$ cat config.mk
export PLATFORM = sky130hd
export DESIGN_NAME = voltage_readout_ctrl_flat
export DESIGN_NICKNAME = d
export VERILOG_FILES = /design/src/rtl/voltage_readout_ctrl_pkg.sv /design/src/rtl/voltage_readout_ctrl_if.sv /design/src/rtl/voltage_readout_ctrl_digit_sub_div.sv /design/src/rtl/voltage_readout_ctrl.sv /design/src/flat_wrapper.sv
export SDC_FILE = /design/constraint.sdc
export NUM_CORES = 1
export LEC_CHECK = 0
export CORE_UTILIZATION = 48
export DETAILED_ROUTE_END_ITERATION = 10
export GPL_TIMING_DRIVEN = 0
export PLACE_DENSITY_LB_ADDON = 0.15
export SLEW_MARGIN = 20
export SYNTH_ARGS = -nofsm -noshare
export SYNTH_HDL_FRONTEND = slang
export SYNTH_HIERARCHICAL = 1
export SYNTH_SLANG_ARGS = --single-unit
$ cat constraint.sdc
create_clock -name clk -period 11.85 [get_ports clk]
set_clock_uncertainty 0.15 [all_clocks]
set_input_delay 2.37 -clock clk [delete_from_list [all_inputs] [get_ports clk]]
set_output_delay 2.37 -clock clk [all_outputs]
set_load 0.05 [all_outputs]
$ cat src/rtl/voltage_readout_ctrl_pkg.sv
// voltage_pkg: shared states, divisors and widths for the voltage readout path
package voltage_pkg;
  typedef enum logic [2:0] {ACCUM, SCALE, D1000, D100, D10, DONE} state_t;
  localparam int MV_W = 13;
  localparam int FULL_SCALE_MV_DEF = 5000;
  localparam logic [MV_W-1:0] DIV_1000 = 13'd1000;
  localparam logic [MV_W-1:0] DIV_100 = 13'd100;
  localparam logic [MV_W-1:0] DIV_10 = 13'd10;
endpackage

$ cat src/rtl/voltage_readout_ctrl_if.sv
// voltage_readout_ctrl_if: sample handshake in, millivolt/digit readout out
interface voltage_readout_ctrl_if #(parameter int ADC_W = 12);
  import voltage_pkg::*;
  logic sample_valid;
  logic [ADC_W-1:0] sample_data;
  logic sample_ready;
  logic [MV_W-1:0] mv_out;
  logic [3:0] digit_int;
  logic [3:0] digit_f1;
  logic [3:0] digit_f2;
  logic digit_valid;
  logic busy;
  logic [7:0] overrun_cnt;
  modport master(output sample_valid, sample_data,
                 input sample_ready, mv_out, digit_int, digit_f1, digit_f2, digit_valid, busy, overrun_cnt);
  modport slave(input sample_valid, sample_data,
                output sample_ready, mv_out, digit_int, digit_f1, digit_f2, digit_valid, busy, overrun_cnt);
endinterface

$ cat src/rtl/voltage_readout_ctrl_digit_sub_div.sv
// digit_sub_div: one repeated-subtraction step of a decimal digit extraction
module digit_sub_div import voltage_pkg::*; (
  input  logic [MV_W-1:0] rem,
  input  logic [MV_W-1:0] divisor,
  output logic [MV_W-1:0] rem_nxt,
  output logic            inc,
  output logic            done
);
  assign inc = rem >= divisor;
  assign done = !inc;
  assign rem_nxt = inc ? rem - divisor : rem;
endmodule

$ cat src/rtl/voltage_readout_ctrl.sv
// voltage_readout_ctrl: average ADC samples, scale to mV, extract BCD digits
module voltage_readout_ctrl import voltage_pkg::*; #(
  parameter int ADC_W = 12,
  parameter int FULL_SCALE_MV = FULL_SCALE_MV_DEF,
  parameter int AVG_LOG2 = 2
) (
  input logic clk,
  input logic rst,
  voltage_readout_ctrl_if.slave bus
);
  localparam int ACC_W = ADC_W + AVG_LOG2;
  localparam int CNT_W = AVG_LOG2 + 1;
  localparam int P_W = ADC_W + MV_W;
  localparam logic [CNT_W-1:0] CNT_LAST = CNT_W'(2**AVG_LOG2 - 1);
  localparam logic [P_W-1:0] FS = P_W'(FULL_SCALE_MV);
  state_t state_q, state_d;
  logic [ACC_W-1:0] acc_q, acc_d;
  logic [CNT_W-1:0] cnt_q, cnt_d;
  logic [MV_W-1:0] rem_q, rem_d, mv_q, mv_d, mv_out_q, mv_out_d;
  logic [2:0][3:0] dig_q, dig_d, out_q, out_d;
  logic digit_valid_q, digit_valid_d;
  logic [7:0] overrun_q, overrun_d;
  logic ready, accept, drop, inc, sub_done;
  logic [P_W-1:0] prod;
  logic [MV_W-1:0] mv_calc, div, rem_nxt;
  logic [1:0] idx;
  assign ready = state_q == ACCUM;
  assign accept = bus.sample_valid && ready;
  assign drop = bus.sample_valid && !ready;
  assign prod = P_W'(acc_q[ACC_W-1:AVG_LOG2]) * FS;
  assign mv_calc = prod[P_W-1:ADC_W];
  assign div = state_q == D1000 ? DIV_1000 : state_q == D100 ? DIV_100 : DIV_10;
  assign idx = state_q == D1000 ? 2'd0 : state_q == D100 ? 2'd1 : 2'd2;
  digit_sub_div u_sub (.rem(rem_q), .divisor(div), .rem_nxt(rem_nxt), .inc(inc), .done(sub_done));
  assign bus.sample_ready = ready;
  assign bus.busy = !ready;
  assign bus.mv_out = mv_out_q;
  assign bus.digit_int = out_q[0];
  assign bus.digit_f1 = out_q[1];
  assign bus.digit_f2 = out_q[2];
  assign bus.digit_valid = digit_valid_q;
  assign bus.overrun_cnt = overrun_q;
  // sequencing: accumulate, scale, peel digits, then publish on entry to DONE
  always_comb begin
    state_d = state_q;
    acc_d = acc_q;
    cnt_d = cnt_q;
    rem_d = rem_q;
    mv_d = mv_q;
    dig_d = dig_q;
    mv_out_d = mv_out_q;
    out_d = out_q;
    digit_valid_d = 1'b0;
    overrun_d = (drop && overrun_q != 8'hFF) ? overrun_q + 8'd1 : overrun_q;
    case (state_q)
      ACCUM: if (accept) begin
        acc_d = acc_q + ACC_W'(bus.sample_data);
        cnt_d = cnt_q + CNT_W'(1);
        state_d = cnt_q == CNT_LAST ? SCALE : ACCUM;
      end
      SCALE: begin
        mv_d = mv_calc;
        rem_d = mv_calc;
        dig_d = '0;
        acc_d = '0;
        cnt_d = '0;
        state_d = D1000;
      end
      D1000, D100, D10: begin
        rem_d = rem_nxt;
        if (inc) dig_d[idx] = dig_q[idx] + 4'd1;
        if (sub_done) begin
          state_d = state_q == D1000 ? D100 : state_q == D100 ? D10 : DONE;
          if (state_q == D10) begin
            mv_out_d = mv_q;
            out_d = dig_q;
            digit_valid_d = 1'b1;
          end
        end
      end
      default: state_d = ACCUM;
    endcase
  end
  // state and datapath registers, cleared asynchronously
  always_ff @(posedge clk or posedge rst) begin
    if (rst) begin
      state_q <= ACCUM;
      acc_q <= '0;
      cnt_q <= '0;
      rem_q <= '0;
      mv_q <= '0;
      dig_q <= '0;
      mv_out_q <= '0;
      out_q <= '0;
      digit_valid_q <= 1'b0;
      overrun_q <= '0;
    end else begin
      state_q <= state_d;
      acc_q <= acc_d;
      cnt_q <= cnt_d;
      rem_q <= rem_d;
      mv_q <= mv_d;
      dig_q <= dig_d;
      mv_out_q <= mv_out_d;
      out_q <= out_d;
      digit_valid_q <= digit_valid_d;
      overrun_q <= overrun_d;
    end
  end
endmodule

$ cat src/flat_wrapper.sv
// flat-port wrapper written by rule: the top's interface ports become plain ports
module voltage_readout_ctrl_flat import voltage_pkg::*;
#(
  parameter int ADC_W = 12,
  parameter int FULL_SCALE_MV = FULL_SCALE_MV_DEF,
  parameter int AVG_LOG2 = 2
)
  (clk, rst, bus_sample_valid, bus_sample_data, bus_sample_ready, bus_mv_out, bus_digit_int, bus_digit_f1, bus_digit_f2, bus_digit_valid, bus_busy, bus_overrun_cnt);
  voltage_readout_ctrl_if #(.ADC_W(ADC_W)) bus_i ();
  input logic clk;
  input logic rst;
  input wire logic [$bits(bus_i.sample_valid)-1:0] bus_sample_valid;
  input wire logic [$bits(bus_i.sample_data)-1:0] bus_sample_data;
  output wire logic [$bits(bus_i.sample_ready)-1:0] bus_sample_ready;
  output wire logic [$bits(bus_i.mv_out)-1:0] bus_mv_out;
  output wire logic [$bits(bus_i.digit_int)-1:0] bus_digit_int;
  output wire logic [$bits(bus_i.digit_f1)-1:0] bus_digit_f1;
  output wire logic [$bits(bus_i.digit_f2)-1:0] bus_digit_f2;
  output wire logic [$bits(bus_i.digit_valid)-1:0] bus_digit_valid;
  output wire logic [$bits(bus_i.busy)-1:0] bus_busy;
  output wire logic [$bits(bus_i.overrun_cnt)-1:0] bus_overrun_cnt;
  assign bus_i.sample_valid = bus_sample_valid;
  assign bus_i.sample_data = bus_sample_data;
  assign bus_sample_ready = bus_i.sample_ready;
  assign bus_mv_out = bus_i.mv_out;
  assign bus_digit_int = bus_i.digit_int;
  assign bus_digit_f1 = bus_i.digit_f1;
  assign bus_digit_f2 = bus_i.digit_f2;
  assign bus_digit_valid = bus_i.digit_valid;
  assign bus_busy = bus_i.busy;
  assign bus_overrun_cnt = bus_i.overrun_cnt;
  voltage_readout_ctrl #(.ADC_W(ADC_W), .FULL_SCALE_MV(FULL_SCALE_MV), .AVG_LOG2(AVG_LOG2)) u_core (.clk(clk), .rst(rst), .bus(bus_i));
endmodule
Yosys cells after proc, flatten, opt, wreduce, memory -nomap -nowiden. Index checks and enable logic that the tools add are counted.

Logic and storage cells: 72. Output and inout bits: 36. Input bits: 15. Bits in registers: 92.

Mux-type cells: 26. $mul: 1. Equal/unequal tests: 9. $lt $le $gt $ge: 3. $add $sub $neg: 5. Reduce and logical (&&, ||, !) cells: 13. Bitwise logic cells: 1.

Operators with widths (number): 14-bit case mux with 2 select lines (1); 13-bit 2-to-1 mux (2); 13-bit case mux with 2 select lines (1); 12-bit case mux with 2 select lines (1); 12-bit by 10-bit multiplier with 22-bit output (second input constant) (1); 14-bit by 12-bit adder with 14-bit output (1); 14-bit 2-to-1 mux (1); 13-bit greater-or-equal comparator (1); 13-bit subtractor (1); 12-bit bitwise mux (1); 12-bit 2-to-1 mux (1); 3-bit 2-to-1 mux (4); 3-bit by 2-bit equality test with 1-bit output (second input constant) (3); 3-bit case mux with 3 select lines (1); 8-bit by 1-bit adder with 8-bit output (second input constant) (1); 4-bit binary-select mux with 2-bit select (1); 4-bit demux with 2-bit select (1); 4-bit 2-to-1 mux (2); 8-bit inequality test (second input constant) (1); 7-bit 2-to-1 mux (1); 2-bit inequality test (second input constant) (3); 3-bit case mux with 2 select lines (1); 2-bit AND reduction (3); 1-bit 2-to-1 mux (5); 14 further kinds (19).

Longest topological paths before layout. Gate-level depths: netlist (run 1).

Word-level depth: 10. Mapped depth: 19.

Cells and area by module. Netlist (run 1), hierarchy kept.

By module, submodules not included: voltage_readout_ctrl (cells each 624, area each 6264.8 sq um, instances 1); digit_sub_div (cells each 110, area each 885.8 sq um, instances 1).

Worst setup path after synthesis (run 1). No wires, ideal clock.

Path type: reg2reg. Start point: register u_core.acc_q[6]. End point: register u_core.mv_q[7]. Setup slack: 7.451 ns. Period minus slack after synthesis: 4.399 ns. Stages on the path, launching flop included: 18. Setup time: 0.135 ns. Arrival: 4.114 ns. Path buffers: 1. Cells stage by stage: dfrtp_1 > fa_1 > ha_1 > inv_1 > fa_1 > inv_1 > ha_1 > inv_1 > fa_1 > inv_1 > ha_1 > a21oi_1 > nand2_1 > or2_1 > buf_6 > a221oi_1 > xor2_1 > o21ai_0.

Longest elaborated chain between the ends: 1.

Ends and longest elaborated chain: start, declared (RTL line voltage_readout_ctrl.sv:17) `logic [ACC_W-1:0] acc_q, acc_d;`; start signal, assigned (RTL line voltage_readout_ctrl.sv:88) `acc_q <= '0;`; start signal, assigned (RTL line voltage_readout_ctrl.sv:99) `acc_q <= acc_d;`; 12-bit by 10-bit multiplier with 22-bit output (RTL line voltage_readout_ctrl.sv:30) `assign prod = P_W'(acc_q[ACC_W-1:AVG_LOG2]) * FS;`; end signal, assigned (RTL line voltage_readout_ctrl.sv:102) `mv_q <= mv_d;`; end, declared (RTL line voltage_readout_ctrl.sv:19) `logic [MV_W-1:0] rem_q, rem_d, mv_q, mv_d, mv_out_q, mv_out_d;`.

No other way between the ends. A chain may end at the register's enable or synchronous reset.

Worst setup path after layout (run 1).
Start point: register u_core.acc_q[7]. End point: register u_core.rem_q[6].

Longest elaborated chain between the ends: 2.

Ends and longest elaborated chain: 12-bit by 10-bit multiplier with 22-bit output (RTL line voltage_readout_ctrl.sv:30); 13-bit case mux with 2 select lines (RTL line voltage_readout_ctrl.sv:55) `case (state_q)`; end signal, assigned (RTL line voltage_readout_ctrl.sv:101) `rem_q <= rem_d;`; end, declared (RTL line voltage_readout_ctrl.sv:19).

No other way between the ends.

==> results of run 1 <==
flip-flops by register name, indices dropped and copies added, names as in the netlist:
signal                  cells
u_core/acc_q               14
u_core/bus.digit_f1         4
u_core/bus.digit_f2         4
u_core/bus.digit_int        4
u_core/bus.digit_valid      1
u_core/bus.mv_out          13
u_core/bus.overrun_cnt      8
u_core/cnt_q                3
u_core/dig_q               12
u_core/mv_q                13
u_core/rem_q               13
u_core/state_q              3
critical path: stages (launching register included):
cell and delay, ns:
dfrtp_1 0.51, inv_1 0.15, fa_1 0.57, inv_1 0.05
ha_1 0.29, fa_1 0.50, ha_1 0.34, fa_1 0.40
ha_1 0.40, a21oi_1 0.11, o21ai_0 0.46, nor3b_1 0.10
nor3_1 0.54, o22a_1 0.24
metal layers:
layer	global-route usage, %	vias to the layer above	share of wire [%]
met4	8.185	0	2.3
li1	-	2721	-
met3	3.617	31	4.0
met1	29.18	2770	45
met2	38.12	131	49
met5	0	-	0
path summary, 6_finish.rpt:
path	endpoint	slack [ns]	cells past startpoint
hold reg to reg	u_core/mv_q[2]	0.33	2
setup reg to reg	u_core/rem_q[6]	6.97	13
max in group asynchronous	u_core/bus.mv_out[3]	8.71	3
hold / removal	u_core/mv_q[2]	0.33	2
setup / recovery	u_core/rem_q[6]	6.97	13
min in group asynchronous	u_core/acc_q[0]	2.26	2
cells in the mapped netlist, types with 9 or more instances:
master,n,area share [%]
o21ai_0,50,3.5
inv_1,79,4.1
nand2_1,64,3.4
nand3_1,18,1.3
a21oi_1,37,2.6
o211ai_1,9,0.94
clkbuf_1,11,0.58
dfrtp_1,92,32
and3_1,11,0.96
a21o_1,17,1.8
mux2_2,33,5.2
xnor2_1,18,2.2
nor2_1,24,1.3
xor2_1,15,1.8
nor3_1,12,0.84
ha_1,85,15
fa_1,24,6.7
nand4_1,9,0.79
layout make-up:
class	instances	area, um2
Fill cell	1278	6289
Buffer	24	161.4
Inverter	79	301.5
Sequential cell	92	2302
Clock buffer	9	225.2
Multi-Input combinational cell	543	4405
Clock inverter	7	91.34
Tap cell	184	230.2
Timing Repair Buffer	51	528.0
metrics by stage:
step / hold slack [ns] / util [%] / instances / cell area (um2)
6_report: 0.3298 / 56.73 / 989 / 8245
5_1_grt: 0.3473 / 56.73 / 989 / 8245
4_1_cts: 0.3279 / 56.73 / 989 / 8245
3_5_place_dp: 0.3117 / 54.55 / 973 / 7929
3_3_place_gp: 0.3093 / 54.33 / 972 / 7896
2_1_floorplan: 0.2897 / - / 738 / 7166
kinds of logic after synthesis:
logic type / share of synthesized area [%]
AOI/OAI and AO/OA: 16.06
buffers and inverters: 6.404
adders and majority gates: 21.59
other: 0.05244
muxes: 7.227
xor gates and xnor gates: 4.042
and+or+nand+nor: 12.42
DFF: 32.20
==> run summary, run 1 <==
die width: 124.1 um
pin count of the biggest net entering global routing: 48
Resize count post-CTS: 0
synth unique cells: 71
gr usage total: 22.63%
setup bufs post-CTS: 0
Hold Crit Start: u_core/mv_q[2]
port bufs: 50
CP arrival: 5.01 ns
gpl congestion: 0.8715
final hold violation count: 0
CP Capture Type: flop
global-route wire length before repair: 27,060 um
starting DRC count in detailed routing: 466
worst setup path startpoint: u_core/acc_q[7]
Hold Path Class: flop to flop
DIE HEIGHT: 124.1 um
WL/cell: 16.54 um
post-synthesis instance total: 734
antenna-violating nets left: 0
total core area: 0.01453 mm2
RSZ-0062 raised after global routing: false
I/O pin count: 51
Inserted Diodes: 0
Syn Std Cell Area: 0.007151 mm2
maximum fanout along the worst path: 6
Initial Util: 49.20%
#FFs+latches synth: 92
CTS tree: built
Synth Warn #: 6
hold buffers post-CTS: 0
drt first pass iters: 7
most frequent cells in the layout: dfrtp_1 (92), ha_1 (85), inv_1 (78)
startpoint types: flop
Period Utilization, post-route: 41.15%
clock root cell: clkbuf_16
Max-slew headroom: 55.40%
DRC Markers: 0
number of synthesized flops with an enable pin: 0
largest buffer count on any clock path: 2
share of cells above drive strength 1: 11.06%
grt total ovfl: 0
CTS HTree Levels: 3
setup TNS: 0 ns
dominant synthesized flop cell: dfrtp_1
Post-layout nets: 924
max-slew violation count: 0
clock slew at reported path FFs: 0.08 ns
syn avg cell area: 9.742 um2
Final WS setup: 6.974 ns
pre-CTS WS: 7.043 ns
die area: 0.01539 mm2
dpl hpwl: 12,580 um
Num CTS Buffers: 9
result of the run: finished clean
Area Growth Syn to Fin: 15.31%
Via Count: 5,653
Crit path required time: 11.98 ns
drt via density: 5.716
vias in the first global route: 5,628
Max Fclk: 0.2051 GHz
Crit Path Category: flop to flop
Slew @ Worst Pin: 0.6690 ns
async set or reset register ratio after synthesis: 100.0%
FF-to-FF Start: u_core/acc_q[7]
register area share after synthesis: 32.20%
final setup vio count: 0
Clk Latency, worst-skew pair: 0.35 ns
most common cell after layout, fill and taps aside: dfrtp_1
Max Cap Viol: 0
row cnt: 44
# clock sinks: 92
Final min period: 4.876 ns
total routed wirelength: 16,360 um
initial antenna violation count: 0
Power of run 1 is left out: the tool's default activity adds up to more than one toggle a clock period on the data nets, which glitch-free logic cannot reach.
==> inputs of run 2 (changes only) <==
- clock period: 11.85 -> 4.16 ns (I/O delays scaled with it)
==> run summary, run 2 (synthesized netlist as in run 1, its figures left out) <==
Via Count: 5,768
Register Area: 0.002313 mm2
Fillers: 1,224
Area Growth Syn to Fin: 22.38%
gr usage total: 23.09%
Critical Path Max Stage Delay: 0.53 ns
final hold violation count: 0
Crit path required time: 4.28 ns
drt first pass iters: 5
CP arrival: 4.60 ns
most frequent cells in the layout: dfrtp_1 (83), ha_1 (76), inv_1 (70)
final setup vio count: 22
Final WS setup: -0.3112 ns
failing checks: setup timing
Max Cap Viol: 0
maximum fanout along the worst path: 4
Inserted Diodes: 0
total core area: 0.01453 mm2
vias in the first global route: 5,524
gpl congestion: 0.8773
global-route wire length before repair: 27,560 um
Crit Path Category: flop to flop
cell mode on critical path: inv_2
drt via density: 5.705
CP max-delay cell: fa_1
port bufs: 50
Placed Instances: 973
die width: 124.1 um
Period Utilization, post-route: 107.5%
pin count of the biggest net entering global routing: 63
# clock sinks: 92
die area: 0.01539 mm2
Max Fclk: 0.2237 GHz
Largest Register: u_core/acc_q
Clk Latency, worst-skew pair: 0.35 ns
WL/cell: 16.59 um
Max-slew headroom: 54.47%
CP Capture Type: flop
row cnt: 44
max-slew violation count: 0
share of cells above drive strength 1: 20.56%
DIE HEIGHT: 124.1 um
clock root cell: clkbuf_16
dpl hpwl: 12,640 um
CTS tree: built
Multi-input gate area: 0.004679 mm2
startpoint types: flop
critical path, cell by cell: fa_1 > ha_4 > inv_2 > fa_1 > inv_2 > ha_4 > inv_2 > fa_1 > inv_2 > ha_4 > nand2_2 > a211oi_4 > buf_4 > o211ai_1 > nor3b_2 > nor3_2 > o22a_1
Slew @ Worst Pin: 0.6829 ns
pre-CTS WS: -0.5990 ns
starting DRC count in detailed routing: 452
total routed wirelength: 16,770 um
Final min period: 4.471 ns
Num CTS Buffers: 9
initial antenna violation count: 0
Post-layout nets: 946
I/O pin count: 51
result of the run: complete, but fails checks
DRC Markers: 0
largest buffer count on any clock path: 2
CTS HTree Levels: 3
Initial Util: 49.20%
Final Non-Filler Cells: 1,011
hold slack: 0.3266 ns
most common cell after layout, fill and taps aside: dfrtp_1
max reg flops: 14
antenna-violating nets left: 0
grt total ovfl: 0
clock slew at reported path FFs: 0.07 ns
final core occ: 60.21%
Hold Path Class: flop to flop
RSZ-0062 raised after global routing: true
## run 2: repair_timing
item	CTS	global route
setup endpoints to repair	49	40
pin swaps	33	13
hold buffers	0	0
gates resized for setup	66	13
buffers inserted	17	8
## run 2: area by class of cell
cell class	count	area share, %
timing repair buffer	76	8.264
clock inverter	6	1.144
clock buffer	10	2.731
inverter	79	3.446
sequential	92	26.44
multi-input combinational	543	53.47
buffer	21	1.873
tap	184	2.631
## run 2: routing by layer
metal  GRT usage, %  share of wire, %  vias up
met5              0                 0        -
met1          30.83                45     2854
met2          38.74                50      120
met4          6.845               1.8        0
met3          3.159               2.8       27
li1               -                 -     2767
## run 2: per-stage QoR
stage | instance area [um2] | setup TNS (ns)
finish | 8751 | -4.460
global route | 8751 | -7.362
CTS | 8623 | -4.433
detailed placement | 7949 | -16.40
global placement | 7916 | -72.03
floorplan | 7186 | -0.3477
## run 2: worst max-delay path: cells and delay by family, from the launching register on
kind,cells,cell delay (ns)
AOI/OAI and AO/OA,3,0.51
DFF,1,0.44
and+or+nand+nor,3,0.59
buffers and inverters,5,0.34
adders and majority gates,6,2.36
## run 2: worst paths after layout
path / depth (start not counted) / from / slack [ns] / to
hold reg to reg: 2 / u_core/mv_q[2] / 0.33 / u_core/mv_q[2]
setup / recovery: 17 / u_core/acc_q[8] / -0.31 / u_core/rem_q[6]
max in group asynchronous: 3 / rst / 2.57 / u_core/acc_q[13]
hold / removal: 2 / u_core/mv_q[2] / 0.33 / u_core/mv_q[2]
min in group asynchronous: 2 / rst / 0.67 / u_core/bus.overrun_cnt[6]
setup reg to reg: 17 / u_core/acc_q[8] / -0.31 / u_core/rem_q[6]
Power of run 2 is left out for the same reason.
